<file path="src/rtl/mem_port_arbiter.sv">
// rtl/mem_port_arbiter.sv - shares one memory port between fetch and load/store requesters
module mem_port_arbiter #(
    parameter int WORD_SIZE   = 32,
    parameter int MEM_LATENCY = 2    // cycles mem_on is held; must be >= 1
) (
    input  logic                 clk,
    input  logic                 rst,
    input  logic                 if_req,
    input  logic [WORD_SIZE-1:0] if_addr,
    output logic                 if_ack,
    output logic                 if_gnt,
    input  logic                 dm_req,
    input  logic                 dm_w,
    input  logic [WORD_SIZE-1:0] dm_addr,
    input  logic [WORD_SIZE-1:0] dm_wdata,
    output logic                 dm_ack,
    output logic                 dm_gnt,
    output logic [WORD_SIZE-1:0] rdata,
    output logic                 mem_on,
    output logic                 mem_w,
    output logic [WORD_SIZE-1:0] mem_addr,
    output logic [WORD_SIZE-1:0] mem_data_in,
    input  logic [WORD_SIZE-1:0] mem_data_out
);

    typedef enum logic [1:0] {IDLE, BUSY, DONE} state_t;

    // Counter only needs to hold MEM_LATENCY-1.
    localparam int            CW       = (MEM_LATENCY > 1) ? $clog2(MEM_LATENCY) : 1;
    localparam logic [CW-1:0] CNT_INIT = CW'(MEM_LATENCY - 1);

    state_t                 state, state_n;
    logic [CW-1:0]          cnt, cnt_n;
    logic                   owner_dm, owner_dm_n;   // 1 = data owns the port
    logic                   last_dm, last_dm_n;     // 1 = data was granted last
    logic                   mem_on_n, mem_w_n;
    logic [WORD_SIZE-1:0]   mem_addr_n, mem_data_in_n, rdata_n;
    logic                   if_ack_n, dm_ack_n, if_gnt_n, dm_gnt_n;
    logic                   pick_dm;

    // Both requests pending: alternate away from the last owner; otherwise take whoever asks.
    assign pick_dm = (if_req && dm_req) ? ~last_dm : dm_req;

    // State and all registered outputs; reset aborts any access in flight.
    always_ff @(posedge clk or posedge rst) begin
        if (rst) begin
            state       <= IDLE;
            cnt         <= '0;
            owner_dm    <= 1'b0;
            last_dm     <= 1'b0;
            mem_on      <= 1'b0;
            mem_w       <= 1'b0;
            mem_addr    <= '0;
            mem_data_in <= '0;
            rdata       <= '0;
            if_ack      <= 1'b0;
            dm_ack      <= 1'b0;
            if_gnt      <= 1'b0;
            dm_gnt      <= 1'b0;
        end else begin
            state       <= state_n;
            cnt         <= cnt_n;
            owner_dm    <= owner_dm_n;
            last_dm     <= last_dm_n;
            mem_on      <= mem_on_n;
            mem_w       <= mem_w_n;
            mem_addr    <= mem_addr_n;
            mem_data_in <= mem_data_in_n;
            rdata       <= rdata_n;
            if_ack      <= if_ack_n;
            dm_ack      <= dm_ack_n;
            if_gnt      <= if_gnt_n;
            dm_gnt      <= dm_gnt_n;
        end
    end

    // Next-state and next-output logic for the IDLE -> BUSY -> DONE access sequence.
    always_comb begin
        state_n       = state;
        cnt_n         = cnt;
        owner_dm_n    = owner_dm;
        last_dm_n     = last_dm;
        mem_on_n      = mem_on;
        mem_w_n       = mem_w;
        mem_addr_n    = mem_addr;
        mem_data_in_n = mem_data_in;
        rdata_n       = rdata;
        if_ack_n      = 1'b0;
        dm_ack_n      = 1'b0;
        if_gnt_n      = if_gnt;
        dm_gnt_n      = dm_gnt;

        case (state)
            IDLE: begin
                if (if_req || dm_req) begin
                    owner_dm_n    = pick_dm;
                    last_dm_n     = pick_dm;
                    mem_on_n      = 1'b1;
                    mem_w_n       = pick_dm & dm_w;
                    mem_addr_n    = pick_dm ? dm_addr : if_addr;
                    mem_data_in_n = (pick_dm && dm_w) ? dm_wdata : '0;
                    cnt_n         = CNT_INIT;
                    if_gnt_n      = ~pick_dm;
                    dm_gnt_n      = pick_dm;
                    state_n       = BUSY;
                end
            end
            BUSY: begin
                if (cnt != '0) begin
                    cnt_n = cnt - CW'(1);
                end else begin
                    // Stores keep the previous read data.
                    if (!mem_w) begin
                        rdata_n = mem_data_out;
                    end
                    mem_on_n = 1'b0;
                    mem_w_n  = 1'b0;
                    dm_ack_n = owner_dm;
                    if_ack_n = ~owner_dm;
                    state_n  = DONE;
                end
            end
            DONE: begin
                // Requests are ignored here so a requester dropping req off the ack is not re-served.
                if_gnt_n = 1'b0;
                dm_gnt_n = 1'b0;
                state_n  = IDLE;
            end
            default: begin
                state_n = IDLE;
            end
        endcase
    end

endmodule

</file>
<file path="config.mk">
export PLATFORM = sky130hd
export DESIGN_NAME = mem_port_arbiter
export DESIGN_NICKNAME = d
export VERILOG_FILES = /design/src/rtl/mem_port_arbiter.sv
export SDC_FILE = /design/constraint.sdc
export NUM_CORES = 1
export LEC_CHECK = 0
export CORE_ASPECT_RATIO = 1.5
export CORE_UTILIZATION = 40
export CTS_BUF_LIST = sky130_fd_sc_hd__clkbuf_8
export DETAILED_ROUTE_END_ITERATION = 8
export PLACE_DENSITY = 0.9
export SETUP_SLACK_MARGIN = 0.02
export SLEW_MARGIN = 20
export SYNTH_ARGS = -nofsm -noshare
export SYNTH_HDL_FRONTEND = slang
export SYNTH_SLANG_ARGS = --single-unit
export TNS_END_PERCENT = 1
</file>
<file path="constraint.sdc">
create_clock -name clk -period 8.45 [get_ports clk]
set_input_delay 1.69 -clock clk [delete_from_list [all_inputs] [get_ports clk]]
set_output_delay 1.69 -clock clk [all_outputs]
set_load 0.05 [all_outputs]
</file>
; After elaboration in Yosys (flattened, before gate mapping)
; Index checks and enable logic that the tools add are counted.
[classes]
add_sub_neg = 1
eq_ne = 4
muxes = 21
n_bitwise = 5
reduce_logical = 12
[op_table]
columns = operator, n
row1 = 2-to-1 mux 32 bit, 2
row2 = 2-to-1 mux 1 bit, 11
row3 = one-hot mux 1 bit (2 select lines), 5
row4 = AND reduction 2 bit, 4
row5 = AND reduction 3 bit, 2
row6 = 2-to-1 mux 2 bit, 2
row7 = != test 2 bit (second input constant), 2
row8 = NOT 1 bit, 4
row9 = one-hot mux 2 bit (2 select lines), 1
row10 = nonzero test 2 bit, 2
row11 = == test 2 x 1 -> 1 bit (second input constant), 1
row12 = == test 2 bit (second input constant), 1
row13 = logical AND 1 bit, 2
row14 = zero test 2 bit, 1
row15 = AND 1 bit, 1
row16 = logical OR 1 bit, 1
row17 = subtractor 1 bit (second input constant), 1
[word_totals]
reg_bits = 106
output_inout_bits = 102

; Longest topological paths before layout
[logic_depth]
ltp_word = 5
depth_mapped = 5
ltp_nobuf = 3

; Worst setup path after synthesis
; Ideal clock, no wire load.
[synth_timing]
path_type = input to register
from = in dm_req
to = reg mem_w
setup_time_ns = 0.120
arrival_time_ns = 2.517
t_required_ns = 8.330
path_slack_ns = 5.813
path_stages = 5
path_buffers = 2
path_cell_list = a21boi_2 > and3_1 > buf_2 > buf_2 > a31o_2
[synth_via]
elab_chain_cells = 5
word_cells_on_any_way = 8
[synth_rtl]
columns = element, line
row1 = from (decl), 12  ; input logic dm_req,
row2 = logical AND 1 bit, 42  ; assign pick_dm = (if_req && dm_req) ? ~last_dm : dm_req;
row3 = 2-to-1 mux 1 bit, 42
row4 = AND 1 bit, 99  ; mem_w_n = pick_dm & dm_w;
row5 = 2-to-1 mux 1 bit, 95  ; if (if_req || dm_req) begin
row6 = one-hot mux 1 bit (2 select lines), 93  ; case (state)
row7 = to (signal assigned), 66  ; mem_w <= mem_w_n;
row8 = to (decl), 20  ; output logic mem_w,
; Several ways; a longest one is shown, not always the timed one. The select of a mux whose other input is x is not followed.
; A chain may end at the register's enable or synchronous reset.

; Worst setup path in the final report
[layout_timing]
from = in dm_req
to = reg mem_data_in[26]
[layout_via]
elab_chain_cells = 4
word_cells_on_any_way = 6
[layout_rtl]
columns = element, line
row1 = logical AND 1 bit, 42
row2 = 2-to-1 mux 1 bit, 42
row3 = logical AND 1 bit, 101  ; mem_data_in_n = (pick_dm && dm_w) ? dm_wdata : '0;
row4 = 2-to-1 mux 32 bit, 101
row5 = to (signal assigned), 68  ; mem_data_in <= mem_data_in_n;
row6 = to (decl), 22  ; output logic [WORD_SIZE-1:0] mem_data_in,
; Several ways; a longest one is shown, not always the timed one.

==> results.py <==
metrics = {
    "outcome": {
        "status": "finished clean",
    },
    "route": {
        "ant_nets": 0,
        "vias": 3379,
        "avgViaCountPerCell": 5.14,
        "drc": 0,
        "drt-total-wl_um": 11900,
        "firstDrtPassIters": 4,
        "drt_iter0_markers": 95,
        "wire_per_inst_um": 18.2,
    },
    "synthesis": {
        "ys_seq_area_share_pct": 62.4,
        "synth_edf_count": 0,
        "async_flop_share_pct": 100,
        "synth_area_leaders": "dfrtp_1, mux2_4, a221o_1",
        "synth_top_area_share_pct": 62.4,
        "synth_cell_types": 23,
        "netlist_instances": 287,
        "syn_avg_cell_area_um2": 14.8,
        "syn_area_um2": 4250,
        "synth_top_cell_by_area": "dfrtp_1",
        "syn_nets": 420,
        "ys_ff_latch": 106,
        "synth_warnings": 0,
        "synth-main-ff-cell": "dfrtp_1",
    },
    "timing": {
        "rsz0062_at_grt": "no",
        "max_freq_mhz": 278,
        "min_period_ns": 3.60,
        "finClkSkew_ns": 0.00875,
        "tightest_slew_ns": 0.830,
        "hold_viol": 0,
        "setup_tns_ns": 0,
        "worst_slew_margin_rel_pct": 44.5,
        "setup_viol": 0,
        "fin_crit_sh_pct": 42.6,
        "drv_slew": 0,
    },
    "cts": {
        "cts_tree": "yes",
        "post_cts_buffers": 0,
        "cts.path.max_buffers": 2,
        "cts_hold_buffers": 0,
        "path_clk_slew_ns": 0.09,
        "clkSinkCount": 106,
        "cts_resized": 0,
        "clkLatencyLatePin_ns": 0.36,
        "clk_root_buffer_cell": "clkbuf_8",
        "cts_buffers": 9,
        "h-tree-depth": 3,
    },
    "setup_path": {
        "path_max_fanout": 34,
        "cp.arrival_ns": 3.90,
        "endpoint_kind": "flip-flop",
        "rr_worst_depth": 3,
        "path_class": "in2reg",
        "crit_required_ns": 8.75,
        "start_kind": "input port",
        "cp_slowest_stage_delay_ns": 0.70,
        "crit_path_cell_trace": "clkdlybuf4s50_1 -> a21boi_4 -> and3_2 -> a22o_1",
        "cp_slowest_cell": "and3_2",
    },
    "pwr": {
        "totalPowerFinal_mw": 3.16,
        "p_leak_nw": 3.09,
        "peakVddDrop_mv": 0.319,
        "powerDensity_nw_per_um2": 456,
    },
    "cells_and_area": {
        "multiInputGateArea_um2": 1460,
        "fillers": 766,
        "fin_nets": 644,
        "drive_gt1_share_pct": 11.4,
        "area_growth_pct": 62.6,
        "regArea_um2": 2650,
        "diodes": 0,
    },
    "floorplanning": {
        "die_h_um": 128,
        "coreArea_um2": 10200,
        "design.die.area_um2": 11100,
        "chipWidth_um": 86.2,
        "start_util_pct": 41.5,
        "pin_count": 235,
        "rows": 45,
    },
    "placed_design": {
        "gp_congestion": 0.812,
        "dp_hpwl_um": 8800,
        "io_buffer_count": 234,
    },
    "global_routing": {
        "grt_overflow": 0,
        "antenna_found_initial": 0,
        "grt_pass1_wl_um": 18500,
        "grt_pass1_vias": 3651,
        "gr-usage-all-layers_pct": 21.9,
        "grt_start_max_net_pins": 68,
    },
    "min_path": {
        "hold_depth": 2,
        "hold_path.class": "reg2reg",
    },
    "flow_run": {
        "cap_violations": 0,
    },
}
[kinds of logic after synthesis]
kind of cell	count (synthesis)	share of synthesized area (%)
DFF	106	62.4
and+or+nand+nor	48	6.82
AOI/OAI and AO/OA	72	15.9
muxes	32	11.1
buffers and inverters	29	3.79
[sequential cells by signal (all words and copies together) (netlist names), 2 cells and up]
register     flops
mem_addr        32
mem_data_in     32
rdata           32
state            2
[cell type report]
| type | count | area share [%] |
|---|---|---|
| Sequential cell | 106 | 38.4 |
| Timing Repair Buffer | 237 | 34.2 |
| Multi-Input combinational cell | 152 | 21.2 |
| Tap cell | 141 | 2.55 |
| Clock buffer | 12 | 2.39 |
| Clock inverter | 4 | 1.05 |
| Inverter | 5 | 0.308 |
[layout by cell type, fill, tap and decap left out, types with 2 or more instances in the layout]
cell / synthesis / layout
nor2_1: 5 / 4
buf_4: 0 / 3
clkdlybuf4s50_1: 0 / 234
inv_1: 5 / 4
mux2_4: 30 / 30
bufinv_16: 0 / 2
a22o_1: 32 / 32
and3_1: 33 / 32
nand2_1: 6 / 6
clkbuf_8: 0 / 12
a221o_1: 32 / 32
mux2_2: 2 / 2
o21ai_0: 3 / 3
dfrtp_1: 106 / 106
[per-stage QoR]
stage	worst slack (ns)	area [um2]	util, %	hold slack, ns	cells
final	4.85	6920	67.5	0.478	657
after floorplan	3.97	4250	-	0.446	287
after global routing	4.68	6920	67.5	0.523	657
after global placement	3.97	6670	65.0	0.463	641
after detailed placement	3.79	6670	65.0	0.464	641
after CTS	4.18	6900	67.4	0.486	657
[worst max-delay path, delay by kind of cell]
family                 cells  cell delay, ns
AO/OA/AOI/OAI              2            0.87
AND/OR/NAND/NOR            1            0.70
buffers and inverters      1            0.63
[where the power goes]
part	leakage (nW)	total, mW	internal [mW]	switching (mW)
combinational	1.64	1.91	0.737	1.17
clock	0.119	0.355	0.191	0.165
sequential	1.32	0.895	0.742	0.153
total	3.09	3.16	1.67	1.49
[cells in the mapped netlist, types with 2 or more instances]
cell type / number
mux2_4: 30
buf_2: 9
o21ai_0: 3
clkbuf_1: 11
buf_8: 3
nor2_1: 5
mux2_2: 2
inv_1: 5
and3_1: 33
a22o_1: 32
dfrtp_1: 106
a221o_1: 32
nand2_1: 6
[path summary, 6_finish.rpt]
check                                      from  slack, ns                           to
max                                      dm_req       4.85  mem_data_in[26]$_DFFE_PP0P_
min                          mem_on$_DFFE_PP0P_       0.48           mem_on$_DFFE_PP0P_
max reg2reg                state[1]$_DFFE_PP0P_       6.20        rdata[23]$_DFFE_PP0P_
min reg2reg                  mem_on$_DFFE_PP0P_       0.48           mem_on$_DFFE_PP0P_
max in group asynchronous                   rst       5.54     mem_addr[26]$_DFFE_PP0P_
min in group asynchronous                   rst       1.71        rdata[14]$_DFFE_PP0P_
[layer usage]
| layer | GRT usage, % | vias up | part of all wire [%] | wire length, um |
|---|---|---|---|---|
| li1 | - | 1529 | - | - |
| met1 | 23.7 | 1662 | 37 | 4410 |
| met2 | 40.7 | 161 | 55 | 6570 |
| met3 | 4.12 | 27 | 5.3 | 630 |
| met4 | 10.1 | 0 | 2.7 | 325 |
| met5 | 0 | - | 0 | 0 |
No activity file was read; power rests on OpenSTA's default activity.
==> edit 1, RTL diff (same flow settings) <==
`rdata` no longer has a reset.
--- a/src/rtl/mem_port_arbiter.sv
+++ b/src/rtl/mem_port_arbiter.sv
@@ -53,5 +53,4 @@
             mem_addr    <= '0;
             mem_data_in <= '0;
-            rdata       <= '0;
             if_ack      <= 1'b0;
             dm_ack      <= 1'b0;
@@ -67,5 +66,4 @@
             mem_addr    <= mem_addr_n;
             mem_data_in <= mem_data_in_n;
-            rdata       <= rdata_n;
             if_ack      <= if_ack_n;
             dm_ack      <= dm_ack_n;
@@ -73,4 +71,8 @@
             dm_gnt      <= dm_gnt_n;
         end
+    end
+
+    always_ff @(posedge clk) begin
+        rdata <= rdata_n;
     end
 
Behaviour: differs if rst is asserted again (counterexample within 4 cycles, from zero or initial values and one cycle with rst high); with rst held inactive, the same outputs for 10 cycles.
==> edit 1 against the original RTL <==
Power fell by 14%. Critical path type is now reg -> out. Largest cell class unchanged. Final area down 5.4%. Register-to-register slack better by 0.40 ns. Synthesized cell count is 11% lower. Highest routed layer unchanged. Area after synthesis fell by 6.8%. Sequential cell count did not move. Worst hold slack improved by 0.039 ns. Worst setup slack improved by 0.32 ns. Die area is 6.6% lower. Routed wire length is 6.5% lower. Fmax grew 9.7%.
==> edit 1: results (changes against the original RTL) <==
- The final weighted congestion in routability-driven placement was 0.747 (-8.0%).
- Combinational fraction of design power: 0.564 (-0.040)
- Mux share of post-synthesis cell area: 0 (-0.111)
- The leakage power summed over all cells came to 0.00266 uW (-14%).
* Nets: 613 (-4.8%)
- The fraction of cell area in non-clock buffers came to 0.361 (+0.0193).
* Area contributors post-synth: sky130_fd_sc_hd__dfrtp_1, sky130_fd_sc_hd__edfxtp_1, sky130_fd_sc_hd__a221o_1
* Run status: complete, no violations
- Cell family contributing the most delay on the critical path: buffers and inverters
- The number of search-and-repair iterations in the first detailed-routing pass came to 5 (+1).
- The slowest stage of the critical path belongs to the cell sky130_fd_sc_hd__clkdlybuf4s50_1.
* Data required time of the worst path: 6.76 ns (-1.99 ns)
* Share of synthesized registers carrying an async set or reset: 0.698 (-0.302)
- The worst register-to-register path ends at rdata[7].
- Sequential-to-total area share from yosys stat: 0.709 (+0.0856)
- Counting instances in the post-synthesis netlist gives the leading cell types as sky130_fd_sc_hd__dfrtp_1, sky130_fd_sc_hd__a221o_1, sky130_fd_sc_hd__a22o_1, sky130_fd_sc_hd__edfxtp_1, sky130_fd_sc_hd__o21a_1.
- Multi-input gate share of total cell area: 0.153 (-0.0584)
- Largest net degree at the start of global routing: 39 (-43%)
- Filler cell count in the final layout: 690 (-9.9%)
- Largest fanout of any net on the critical path: 2 (-94%)
- Number of different library cells in the post-synthesis netlist: 21 (-8.7%)
- Number of global-route vias before repair: 3251 (-11%)
* Number of combinational gates with multiple inputs: 123 (-19%)
* Met2 usage in global routing: 0.379 (-0.0280)
- The global-route wire length before repair came to 17400 um (-6.3%).
- The maximum vdd ir drop came to 0.258 mV (-19%).
* Met2 wire len: 5790 um (-12%)
- Setup slack of the worst register-to-register path: 6.60 ns (+0.40 ns)
- The area fraction in compound gates after synthesis was 0.222 (+0.0630).
- Worst Setup EP: mem_data_in[25]
- The synthesized net count was 387 (-7.9%).
## edit 1: cell count changes after synthesis, sizes merged, moves of 2 or more
cell	unedited run	this run
mux2	32	0
o21a	0	32
clkbuf	11	6
nand2b	1	4
inv	5	3
edfxtp	0	32
and3	33	2
dfrtp	106	74
buf	13	16
## edit 1: through the flow
stage	utilization	area, sq um	worst slack [ns]	power, uW	hold WS [ns]
after global routing	0.679	6550	5.11	2840	0.523
after floorplan	-	3970	4.88	1900	0.450
after CTS	0.679	6540	5.12	2740	0.518
after detailed placement	0.657	6330	4.71	2410	0.493
final	0.679	6550	5.17	2720	0.516
after global placement	0.657	6330	4.84	2360	0.463
## edit 1: tightest hold or removal path, delay by kind of cell, from the launching register on
kind	cells	cell delay (ns)
DFF	1	0.38
and+or+nand+nor	2	0.11
## edit 1: cell families (layout without fill, tap and decap cells)
group | after synthesis | in the layout
and+or+nand+nor | 21 | 21
buffers and inverters | 25 | 256
AOI/OAI and AO/OA | 102 | 102
DFF | 106 | 106
==> edit 2, RTL diff (same flow settings) <==
Without the edit above. Change the parameter `MEM_LATENCY` from 2 to 4.
--- a/src/rtl/mem_port_arbiter.sv
+++ b/src/rtl/mem_port_arbiter.sv
@@ -2,5 +2,5 @@
 module mem_port_arbiter #(
     parameter int WORD_SIZE   = 32,
-    parameter int MEM_LATENCY = 2    // cycles mem_on is held; must be >= 1
+    parameter int MEM_LATENCY = 4    // cycles mem_on is held; must be >= 1
 ) (
     input  logic                 clk,
Function: changed (a bounded check fails within 4 cycles, from zero or initial values and one cycle with rst high).
==> edit 2 against the original RTL <==
Area after synthesis grew 1.9%. Final area increased by 0.29%. Core utilization down 1.6 points. Register-to-register slack got worse by 0.02 ns. Cell count is 6.2% higher. Sequential cell count up 1. Worst setup slack lost 0.17 ns. Combinational power is 3% lower. Global-route usage down 0.24 points. Critical path depth unchanged. Non-clock buffer count is the same. Routed wire length rose by 3.1%. Sequential share of layout area rose by 0.25 points. Power fell by 3.9%. Critical path type unchanged. Critical endpoint is now mem_data_in[0]. Highest routed layer unchanged.
==> edit 2: results (changes against the original RTL) <==
- Worst IR Drop VDD: 0.194 mV (-39%)
* Hold path start: rdata[14]
* Post-detail-place hpwl: 9040 um (+2.7%)
- Worst EP arrival: 4.07 ns (+0.17 ns)
- Nets: 685 (+6.4%)
- Number of combinational gates with multiple inputs: 191 (+26%)
- The arithmetic-cell share of the synthesized area counting full adders, half adders and majority gates is 0.00577 (+0.00577).
- The worst setup timing slack at the placement stage is 3.93 ns (+0.142 ns).
* Net switching power: 1470 uW (-1.5%)
- The global-route wire length before repair came to 18500 um (-0.18%).
* Largest net degree at the start of global routing: 58 (-15%)
- The clock network power came to 296 uW (-17%).
- Share of cells above drive strength 1: 0.0993 (-0.0151)
- The flip-flop and latch count after synthesis is 107 (+0.94%).
* Largest fanout of any net on the critical path: 35 (+2.9%)
- Synth Net Count: 464 (+10%)
- Area taken by flip-flops and latches: 2680 sq um (+0.94%)
- R2R Path End: mem_data_in[0]
- The share of cell area taken by muxes after synthesis came to 0.0831 (-0.0281).
- The fraction of cell area in non-clock buffers was 0.341 (-0.000987).
- The path with the worst hold slack has its endpoint at rdata[14].
- The power share of the combinational group was 0.610 (+0.006).
* Violation count after the first detailed-routing iteration: 83 (-13%)
* Hold-critical path depth: 1 (-1)
- Normalized max-slew margin: 0.372 (-0.0733)
* Post-DR vias/cell: 5.16 (+0.25%)
- Fraction of area in clock buffers and inverters: 0.0263 (-0.00804)
* Placer's final routability congestion estimate: 0.773 (-4.9%)
* Drt wl/cell: 17.6 um (-2.9%)
* Non-Clock Inverter Count: 4 (-1)
- The flow ran to the end, and the final reports show no timing, DRC or antenna violations.
- The startpoint identified for the worst register-to-register timing path is last_dm.
- The post-detailed-placement cell area came to 6750 sq um (+1.3%).
- The number of different library cells in the post-synthesis netlist came to 32 (+39%).
- Fin worst setup slack: 4.68 ns (-0.168 ns)
- The worst reg-to-reg setup slack is 6.18 ns (-0.02 ns).
- The commonest cells after synthesis are sky130_fd_sc_hd__dfrtp_1, sky130_fd_sc_hd__nand2_1, sky130_fd_sc_hd__a2bb2oi_1, sky130_fd_sc_hd__a211oi_1, sky130_fd_sc_hd__a22o_1.
* Multi-input gate share of total cell area: 0.218 (+0.00660)
- Sequential-to-total area share from yosys stat: 0.617 (-0.00610)
- Total track usage: 0.217 (-0.00243)
* Fraction of the mapped netlist area in compound gates: 0.207 (+0.0477)
edit 2: per-layer routing:
metal	track usage	part of all wire	vias up	wire length (um)
li1	-	-	1653	-
met4	0.117	0.038	0	469
met5	0	0	-	0
met2	0.379	0.53	163	6530
met1	0.246	0.37	1750	4560
met3	0.0439	0.060	33	744
edit 2: worst max-delay path by stage:
stage | endpoint | cells past startpoint
global placement | mem_data_in[20] | 4
finish | mem_data_in[0] | 4
global route | mem_data_in[14] | 4
floorplan | cnt[0] | 1
CTS | mem_data_in[14] | 4
detailed placement | mem_data_in[0] | 4
edit 2: per-stage QoR:
stage | cells | utilization
after floorplan | 329 | -
after global placement | 683 | 0.640
after detailed placement | 683 | 0.641
after CTS | 698 | 0.658
after global routing | 698 | 0.659
final | 698 | 0.659
edit 2: worst max-delay path: stages:
cell and delay [ns]:
sky130_fd_sc_hd__clkdlybuf4s50_1 0.60, sky130_fd_sc_hd__a21boi_4 0.80, sky130_fd_sc_hd__and3_2 0.72, sky130_fd_sc_hd__a22o_1 0.23
